$ cat config.mk
export PLATFORM = sky130hd
export DESIGN_NAME = nlo_spike_detector
export DESIGN_NICKNAME = d
export VERILOG_FILES = /design/src/rtl/nlo_spike_detector.sv
export SDC_FILE = /design/constraint.sdc
export NUM_CORES = 2
export LEC_CHECK = 0
export ABC_AREA = 1
export CORE_MARGIN = 3
export CORE_UTILIZATION = 46
export DETAILED_ROUTE_END_ITERATION = 6
export GPL_TIMING_DRIVEN = 0
export PLACE_DENSITY = 0.64
export SLEW_MARGIN = 10
export SYNTH_ARGS = -nofsm -noshare
export SYNTH_HDL_FRONTEND = slang
export SYNTH_SLANG_ARGS = --single-unit
$ cat constraint.sdc
create_clock -name clk_i -period 9.9 [get_ports clk_i]
set_input_delay 1.98 -clock clk_i [delete_from_list [all_inputs] [get_ports clk_i]]
set_output_delay 1.98 -clock clk_i [all_outputs]
set_load 0.005 [all_outputs]
$ cat src/rtl/nlo_spike_detector.sv
// nlo_spike_detector: runtime-selectable non-linear operator (TKEO/ED/ASO/ADO) + threshold + refractory FSM.
// Latency: 2 cycles from an accepted sample to out_valid_o / op_out_o / event_o.
// Backpressure: none; one sample per cycle may be offered on in_valid_i and is always taken.
//
// Optional feature macro: NLO_PEAK_HOLD_EN. When defined, peak_out_o reports the largest
// op_out_o seen from an event through the end of its refractory window; otherwise it is 0.
//
// Ports:
//   clk_i, rst_ni      clock (rising edge) and asynchronous active-low reset
//   in_valid_i         sample strobe, data_in_i sampled when high
//   data_in_i          signed sample
//   cfg_load_i         one-cycle pulse latching mode_i, k_sel_i, threshold_i, refract_len_i;
//                      clears history, warmup and in-flight results (a sample in the same cycle is dropped)
//   mode_i             0=TKEO, 1=ED, 2=ASO, 3=ADO
//   k_sel_i            delay k, clamped into 1..K_MAX
//   threshold_i        signed threshold, event when op_out_o > threshold (strict)
//   refract_len_i      number of results suppressed after an event
//   out_valid_o        one-cycle result strobe
//   op_out_o           signed scaled operator value (holds between strobes)
//   event_o            spike pulse, coincident with out_valid_o
//   peak_out_o         peak of the last event window (0 when peak hold is not built)
//   busy_o             high while warming up or refractory
module nlo_spike_detector #(
    parameter int DATA_W    = 16,
    parameter int K_MAX     = 8,
    parameter int OUT_W     = 2 * DATA_W + 2,
    parameter int SCALE_SH  = 0,
    parameter int REFRACT_W = 8
) (
    input  logic                          clk_i,
    input  logic                          rst_ni,
    input  logic                          in_valid_i,
    input  logic signed [DATA_W-1:0]      data_in_i,
    input  logic                          cfg_load_i,
    input  logic [1:0]                    mode_i,
    input  logic [$clog2(K_MAX+1)-1:0]    k_sel_i,
    input  logic signed [OUT_W-1:0]       threshold_i,
    input  logic [REFRACT_W-1:0]          refract_len_i,
    output logic                          out_valid_o,
    output logic signed [OUT_W-1:0]       op_out_o,
    output logic                          event_o,
    output logic signed [OUT_W-1:0]       peak_out_o,
    output logic                          busy_o
);

    localparam int KW       = $clog2(K_MAX + 1);
    localparam int DW       = DATA_W + 1;
    // TKEO always needs two previous samples, so the history is at least two deep.
    localparam int NEED_MAX = (K_MAX > 2) ? K_MAX : 2;
    localparam int HIST_N   = NEED_MAX;
    localparam int CW       = $clog2(NEED_MAX + 1);

    localparam logic [1:0] MODE_TKEO = 2'd0;
    localparam logic [1:0] MODE_ED   = 2'd1;
    localparam logic [1:0] MODE_ASO  = 2'd2;
    localparam logic [1:0] MODE_ADO  = 2'd3;

    typedef enum logic [1:0] {
        ST_WARMUP  = 2'd0,
        ST_RUN     = 2'd1,
        ST_REFRACT = 2'd2
    } state_t;

    // ------------------------------------------------------------------
    // Configuration registers
    // ------------------------------------------------------------------
    logic [1:0]              mode_q;
    logic [KW-1:0]           k_q;
    logic signed [OUT_W-1:0] thr_q;
    logic [REFRACT_W-1:0]    rlen_q;
    logic [KW-1:0]           k_clamp_d;

    always_comb begin
        k_clamp_d = k_sel_i;
        if (k_sel_i == '0) begin
            k_clamp_d = KW'(1);
        end else if (k_sel_i > KW'(K_MAX)) begin
            k_clamp_d = KW'(K_MAX);
        end
    end

    // ------------------------------------------------------------------
    // History and stage 1 (differences and products)
    // ------------------------------------------------------------------
    // hist_q[0] is x[n-1] relative to the sample currently on data_in_i.
    logic signed [DATA_W-1:0] hist_q [HIST_N];
    logic [CW-1:0]            cnt_q;      // accepted samples held in history, saturating
    logic                     s1_vld_q;
    logic signed [OUT_W-1:0]  s1_a_q;
    logic signed [OUT_W-1:0]  s1_b_q;

    logic signed [DATA_W-1:0] x_k;
    logic signed [DW-1:0]     xd_n, xd_1, xd_2, xd_k, diff_d;
    logic signed [OUT_W-1:0]  xo_n, xo_1, xo_2, do_d;
    logic signed [OUT_W-1:0]  a_d, b_d;
    logic [CW-1:0]            need_d;
    logic                     warm_ok_d;

    function automatic logic signed [DW-1:0] ext_dw(input logic signed [DATA_W-1:0] v);
        return {v[DATA_W-1], v};
    endfunction

    function automatic logic signed [OUT_W-1:0] ext_ow(input logic signed [DW-1:0] v);
        return {{(OUT_W - DW){v[DW-1]}}, v};
    endfunction

    // x[n-k] selected from the history by the latched k.
    always_comb begin
        x_k = '0;
        for (int i = 0; i < K_MAX; i++) begin
            if (k_q == KW'(i + 1)) begin
                x_k = hist_q[i];
            end
        end
    end

    always_comb begin
        xd_n   = ext_dw(data_in_i);
        xd_1   = ext_dw(hist_q[0]);
        xd_2   = ext_dw(hist_q[1]);
        xd_k   = ext_dw(x_k);
        diff_d = xd_n - xd_k;
        xo_n   = ext_ow(xd_n);
        xo_1   = ext_ow(xd_1);
        xo_2   = ext_ow(xd_2);
        do_d   = ext_ow(diff_d);

        // Every operator is reduced to a - b so stage 2 is a single subtract.
        a_d = '0;
        b_d = '0;
        case (mode_q)
            MODE_TKEO: begin
                a_d = xo_1 * xo_1;
                b_d = xo_n * xo_2;
            end
            MODE_ED:   a_d = do_d * do_d;
            MODE_ASO:  a_d = xo_n * do_d;
            MODE_ADO:  a_d = do_d[OUT_W-1] ? -do_d : do_d;
            default:   a_d = '0;
        endcase

        need_d    = (mode_q == MODE_TKEO) ? CW'(2) : CW'(k_q);
        warm_ok_d = (cnt_q >= need_d);
    end

    always_ff @(posedge clk_i or negedge rst_ni) begin
        if (!rst_ni) begin
            mode_q   <= MODE_TKEO;
            k_q      <= KW'(1);
            thr_q    <= {1'b0, {(OUT_W - 1){1'b1}}};
            rlen_q   <= '0;
            cnt_q    <= '0;
            s1_vld_q <= 1'b0;
            s1_a_q   <= '0;
            s1_b_q   <= '0;
            for (int i = 0; i < HIST_N; i++) begin
                hist_q[i] <= '0;
            end
        end else if (cfg_load_i) begin
            // New configuration starts from an empty history; anything in
            // stage 1 belongs to the old configuration and is dropped.
            mode_q   <= mode_i;
            k_q      <= k_clamp_d;
            thr_q    <= threshold_i;
            rlen_q   <= refract_len_i;
            cnt_q    <= '0;
            s1_vld_q <= 1'b0;
            for (int i = 0; i < HIST_N; i++) begin
                hist_q[i] <= '0;
            end
        end else begin
            s1_vld_q <= in_valid_i && warm_ok_d;
            if (in_valid_i) begin
                s1_a_q    <= a_d;
                s1_b_q    <= b_d;
                hist_q[0] <= data_in_i;
                for (int i = 1; i < HIST_N; i++) begin
                    hist_q[i] <= hist_q[i-1];
                end
                if (cnt_q < CW'(NEED_MAX)) begin
                    cnt_q <= cnt_q + CW'(1);
                end
            end
        end
    end

    // ------------------------------------------------------------------
    // Stage 2: combine, scale, compare, FSM
    // ------------------------------------------------------------------
    state_t                  state_q;
    logic [REFRACT_W-1:0]    rcnt_q;
    logic                    out_valid_q;
    logic signed [OUT_W-1:0] op_q;
    logic                    event_q;
    logic                    busy_q;

    logic signed [OUT_W-1:0] res_d;
    logic signed [OUT_W-1:0] res_sh_d;
    logic                    fire_d;

    always_comb begin
        res_d    = s1_a_q - s1_b_q;
        res_sh_d = res_d >>> SCALE_SH;
        // The first result out of WARMUP is judged as if already in RUN.
        fire_d   = (state_q != ST_REFRACT) && (res_sh_d > thr_q);
    end

    always_ff @(posedge clk_i or negedge rst_ni) begin
        if (!rst_ni) begin
            state_q     <= ST_WARMUP;
            rcnt_q      <= '0;
            out_valid_q <= 1'b0;
            op_q        <= '0;
            event_q     <= 1'b0;
            busy_q      <= 1'b1;
        end else if (cfg_load_i) begin
            state_q     <= ST_WARMUP;
            rcnt_q      <= '0;
            out_valid_q <= 1'b0;
            event_q     <= 1'b0;
            busy_q      <= 1'b1;
        end else if (s1_vld_q) begin
            out_valid_q <= 1'b1;
            op_q        <= res_sh_d;
            event_q     <= fire_d;
            if (fire_d) begin
                if (rlen_q != '0) begin
                    state_q <= ST_REFRACT;
                    rcnt_q  <= rlen_q;
                    busy_q  <= 1'b1;
                end else begin
                    state_q <= ST_RUN;
                    busy_q  <= 1'b0;
                end
            end else if (state_q == ST_REFRACT) begin
                // Leave on the result that takes the count to zero, so the
                // following result is allowed to fire again.
                rcnt_q <= rcnt_q - REFRACT_W'(1);
                if (rcnt_q == REFRACT_W'(1)) begin
                    state_q <= ST_RUN;
                    busy_q  <= 1'b0;
                end
            end else begin
                state_q <= ST_RUN;
                busy_q  <= 1'b0;
            end
        end else begin
            out_valid_q <= 1'b0;
            event_q     <= 1'b0;
        end
    end

    assign out_valid_o = out_valid_q;
    assign op_out_o    = op_q;
    assign event_o     = event_q;
    assign busy_o      = busy_q;

`ifdef NLO_PEAK_HOLD_EN
    // Peak of the event window: captured on the event, raised by any larger
    // result while refractory (including the one that ends it), then frozen.
    logic signed [OUT_W-1:0] peak_q;

    always_ff @(posedge clk_i or negedge rst_ni) begin
        if (!rst_ni) begin
            peak_q <= '0;
        end else if (cfg_load_i) begin
            peak_q <= '0;
        end else if (s1_vld_q) begin
            if (fire_d) begin
                peak_q <= res_sh_d;
            end else if ((state_q == ST_REFRACT) && (res_sh_d > peak_q)) begin
                peak_q <= res_sh_d;
            end
        end
    end

    assign peak_out_o = peak_q;
`else
    assign peak_out_o = '0;
`endif

endmodule

# Yosys cells after proc, flatten, opt, wreduce, memory -nomap -nowiden
# Index checks and enable logic that the tools add are counted.
[word_totals]
regBits = 296
latch_bits = 0
ram_bits = 0
rom_bits = 0
input_bits = 68
out_inout_bits = 71
mem_count = 0
[classes]
n_addsub = 5
n_mul = 4
div = 0
magnitude_cmp = 4
eq_ne = 16
n_shift = 0
n_mux = 41
bitwise_logic = 1
n_reduce_logical = 14
[op_table]
columns = ["cell", "count"]
rows = [
  ["128-bit two-way mux", 2],
  ["34-bit case mux with 4 select lines", 1],
  ["16-bit two-way mux", 8],
  ["34-bit two-way mux", 2],
  ["16-bit by 16-bit multiplier with 32-bit output", 2],
  ["8-bit two-way mux", 5],
  ["34-bit greater-than comparator", 1],
  ["17-bit by 17-bit multiplier with 34-bit output", 1],
  ["17-bit negation with 34-bit output", 1],
  ["34-bit subtractor", 1],
  ["16-bit by 17-bit multiplier with 33-bit output", 1],
  ["4-bit two-way mux", 6],
  ["16-bit by 16-bit subtractor with 17-bit output", 1],
  ["4-bit by 3-bit == test with 1-bit output, second input constant", 4],
  ["2-bit two-way mux", 6],
  ["1-bit two-way mux", 11],
  ["4-bit by 2-bit == test with 1-bit output, second input constant", 2],
  ["8-bit by 1-bit == test with 1-bit output, second input constant", 1],
  ["2-bit AND reduction", 4],
  ["8-bit nonzero test", 1],
  ["8-bit by 1-bit subtractor with 8-bit output, second input constant", 1],
  ["2-bit == test, second input constant", 3],
  ["2-bit nonzero test", 3],
  ["4-bit by 1-bit adder with 4-bit output, second input constant", 1],
  ["15 further kinds", 16],
]

# Longest topological paths before layout
[depth]
ltp_word = 13
mapped_depth = 51

# Worst setup path before layout
# Ideal clock, no wire load.
[synth_timing]
path_type = "input port to flip-flop"
start = "input port data_in_i[0]"
end = "register s1_a_q[30]"
setup_ns = 0.071
arrival_ns = 9.243
t_required_ns = 9.829
slack_ns = 0.586
cell_stages = 36
path_buffers = 5
path_cell_list = "clkbuf_1 -> clkinv_1 -> clkbuf_1 -> ha_1 -> inv_1 -> fa_1 -> nand3_1 -> nand2_2 -> nand2_1 -> nand2_1 -> nand3_1 -> nand2_1 -> nand2_1 -> nand2_2 -> buf_6 -> buf_6 -> buf_2 -> nor2_1 -> fa_1 -> fa_1 -> fa_1 -> fa_1 -> fa_1 -> inv_1 -> fa_1 -> inv_1 -> ha_1 -> a21oi_1 -> o21ai_0 -> a221oi_1 -> nand3_1 -> nand2_1 -> nand2_1 -> o21ai_0 -> nor2_1 -> nor2_1"
[synth_via]
elab_chain_len = 4
elab_cells_between_ends = 6
cone_classes = "add/sub: 2; mul: 2; mux: 2"
[synth_rtl]
columns = ["item", "line_no", "text"]
rows = [
  ["start: declaration", "33", "input logic signed [DATA_W-1:0] data_in_i,"],
  ["branches (longest 3 deep; another with 16-bit by 17-bit multiplier with 33-bit output)", "n/a", ""],
  ["34-bit case mux with 4 select lines *", "131", "case (mode_q)"],
  ["end signal: assignment", "154", "s1_a_q <= '0;"],
  ["end signal: assignment", "174", "s1_a_q <= a_d;"],
  ["end: declaration", "89", "logic signed [OUT_W-1:0] s1_a_q;"],
]
# Mark *: on every way between the ends.
# A chain may end at the register's enable or synchronous reset.

# Worst setup path after layout
[layout_timing]
start = "input port data_in_i[0]"
end = "register s1_a_q[23]"
# The elaborated chain is that of the path after synthesis.

==> flow_summary.ini <==
[detailed_routing]
route.detailed.drc = 0
first_iter_violations = 4164
antenna_left = 0
vias = 47700
routed_wl_um = 191000
wl_per_cell_um = 21.3
drt_first_pass_iters = 6
vias_per_cell = 5.34

[finish]
multi_input_area_um2 = 42000
final_core_util_pct = 51.0
layout.area.seq_um2 = 7400
drive_gt1_share_pct = 5.72
fin_nets = 8835
areaGrowthSynthToFinish_pct = 9.68
fill_cells = 11900

[setup_path]
critPathBufInv = 14
reg2reg_setup_slack_ns = 0.28
cp_max_fo = 10
timing.critical_path.from = data_in_i[0]
crit_end = s1_a_q[23]$_DFFE_PN0P_
cp_common_cell = nand2_1
r2r-end = s1_a_q[23]$_DFFE_PN0P_
worstSetupPathType = input pin to flip-flop
critPathMaxStageDelay_ns = 0.54
cp_data_arrival_time_ns = 10.10
r2r_start = hist_q[120]$_DFFE_PN0P_
worstSetupEndpointType = flip-flop
cp.required_ns = 10.36
r2r_cells = 39
critPathSlowestCell = fa_1
cp.depth = 39
start_kind = input pin
crit_family = adder cells

[sta]
fmax_ghz = 0.104
fin_setup_tns_ns = 0
finalHoldViolCount = 0
fin_crit_sh_pct = 97.4
clock-skew-final_ns = 0.0603
worst_slack_ns = 0.260
setup_viol = 0
rsz0062_at_grt = yes
relSlewSlack_pct = 24.1
min_period_ns = 9.64
drv_slew = 0
worst_pin_slew_ns = 1.14

[floorplanning]
die_area_um2 = 128000
ioPinCount = 139
rows = 128
die_h_um = 357
start_util_pct = 46.5
die_w_um = 357
core_um2 = 122000

[global_route]
grt_overflow_total = 0
grt_pass1_vias = 48600
grt_max_degree = 100
grt_pass1_wl_um = 291000
grt_antenna_before_repair = 10
gr-usage-all-layers_pct = 30.2

[status]
status = completed

[synthesis]
synth_area_um2 = 56800
yosys.area_share.adder_pct = 46.4
synth-compound-area-share_pct = 8.61
synth_ff_type = dfrtp_1
yosysUniqueCellTypes = 59
netlist_instances = 7095
synth-simple-area-share_pct = 15.8
synthMuxAreaShare_pct = 0
syn-mean-instance-area_um2 = 8.00
synth-async-reset-ratio_pct = 100
ys_seq_elements = 294
yosys_warnings = 0
yosysSeqAreaShare_pct = 13.0
synth_top_family_by_area = adder cells
synth_edf_count = 0
synth_xor_area_share_pct = 1.60

[place]
pre_cts_slack_ns = -3.32
hpwl_um = 162000
place_congestion = 1.02
port_buffers = 104

[cts]
clk_pin_slew_ns = 0.06
cts_buffer_depth = 3
clk_latency_ns = 0.61
cts_tree = done
cts-buffers-inserted = 30
cts_sinks = 294
cts-htree-levels = 1
cts-root-buf = clkbuf_16

[worst_hold_path]
hp-start = busy_o$_DFFE_PN1P_
hp-class = flip-flop to flip-flop

[job]
maxCapViolations = 0
-- layout make-up --
type | count | area share (%)
well taps | 1625 | 3.26
diodes | 2 | 0.00804
flip-flops and latches | 294 | 11.9
multi-input cells | 4680 | 67.4
clock buffers | 46 | 1.38
clock inverters | 10 | 0.181
repair buffers | 137 | 2.19
inverters | 1874 | 11.4
plain buffers | 271 | 2.25
-- layer usage --
metal / GRT usage, % / wire (um)
met1: 40.2 / 77100
met2: 49.5 / 88300
met3: 5.03 / 15900
met4: 11.9 / 9410
met5: 0 / 83
-- how the worst min path moves through the flow --
stage,to,depth (start not counted)
final,busy_o$_DFFE_PN1P_,2
after detailed placement,busy_o$_DFFE_PN1P_,2
after CTS,busy_o$_DFFE_PN1P_,2
after floorplan,thr_q[0]$_DFFE_PN1P_,2
after global placement,busy_o$_DFFE_PN1P_,2
after global routing,op_out_o[28]$_DFFE_PN0P_,2
-- synthesized netlist by cell type (all sizes together) (2+ instances only) --
library cell / count / area [um^2]
o31ai: 6 / 45.0
nor2: 503 / 1930
a211oi: 2 / 15.0
clkinv: 8 / 30.0
or2: 19 / 119
o211ai: 8 / 60.1
dfstp: 35 / 920
o21ai: 277 / 1390
dfrtp: 259 / 6480
a21o: 30 / 225
a31oi: 23 / 144
and2: 4 / 25.0
xnor2: 45 / 402
clkbuf: 197 / 739
a31o: 5 / 43.8
nand4: 55 / 357
inv: 1866 / 7010
nor4: 8 / 50.1
buf: 83 / 499
nand3b: 11 / 82.6
xor2: 58 / 508
o2111ai: 8 / 70.1
a2111oi: 5 / 43.8
fa: 1042 / 20900
a21oi: 271 / 1360
nor3: 29 / 145
o21a: 17 / 128
o22ai: 145 / 907
nand2: 1376 / 5220
a21boi: 10 / 75.1
o21bai: 16 / 120
nand3: 205 / 1050
o221ai: 5 / 43.8
a221oi: 19 / 166
ha: 437 / 5470
-- sequential cells by signal, summed over array words and instances, names as in the netlist --
register	count
s1_vld_q	1
s1_b_q	32
s1_a_q	34
event_o	1
rlen_q	8
op_out_o	34
rcnt_q	8
hist_q	128
out_valid_o	1
thr_q	34
state_q	2
mode_q	2
busy_o	1
cnt_q	4
k_q	4
-- worst min-delay path: stages (launching register included) --
cell and delay (ns):
dfstp_2 0.37, nand2_1 0.06, nand2_1 0.05
-- repair_timing --
item                                    in CTS  in global routing
gates resized for setup                    152                193
endpoints found under the setup margin      27                 23
pin swaps                                   10                 22
hold buffers                                 0                  0
buffers inserted                            10                 19
-- cell usage in the layout, fill, tap and decap left out, drive strengths merged, types with 11 or more instances in the layout --
| cell | instances |
|---|---|
| a221oi | 19 |
| xor2 | 58 |
| a21o | 30 |
| dfstp | 35 |
| a31oi | 23 |
| buf | 117 |
| xnor2 | 45 |
| clkinv | 12 |
| o21a | 17 |
| conb | 34 |
| fa | 1042 |
| or2 | 19 |
| clkbuf | 234 |
| nand4 | 55 |
| o22ai | 145 |
| dfrtp | 259 |
| nand3 | 205 |
| nand2 | 1376 |
| nand3b | 11 |
| clkinvlp | 11 |
| ha | 437 |
| nor3 | 29 |
| nor2 | 503 |
| o21ai | 277 |
| o21bai | 16 |
| inv | 1860 |
| a21oi | 271 |
| clkdlybuf4s50 | 94 |
-- metrics by stage --
stage	hold WS, ns	instances	area [um^2]
floorplan	0.446	7128	56900
global placement	0.456	8857	60000
detailed placement	0.459	8861	60100
CTS	0.469	8921	61600
global route	0.494	8937	62300
finish	0.472	8939	62300
-- cells by family after synthesis --
logic type | after synthesis
AOI/OAI and AO/OA | 853
xor gates and xnor gates | 103
adders and majority gates | 1479
buffers and inverters | 2154
DFF | 294
other | 1
and+or+nand+nor | 2211
Power is not shown: default switching activity piles up to over one toggle a cycle in this logic, so the estimate is an artifact.
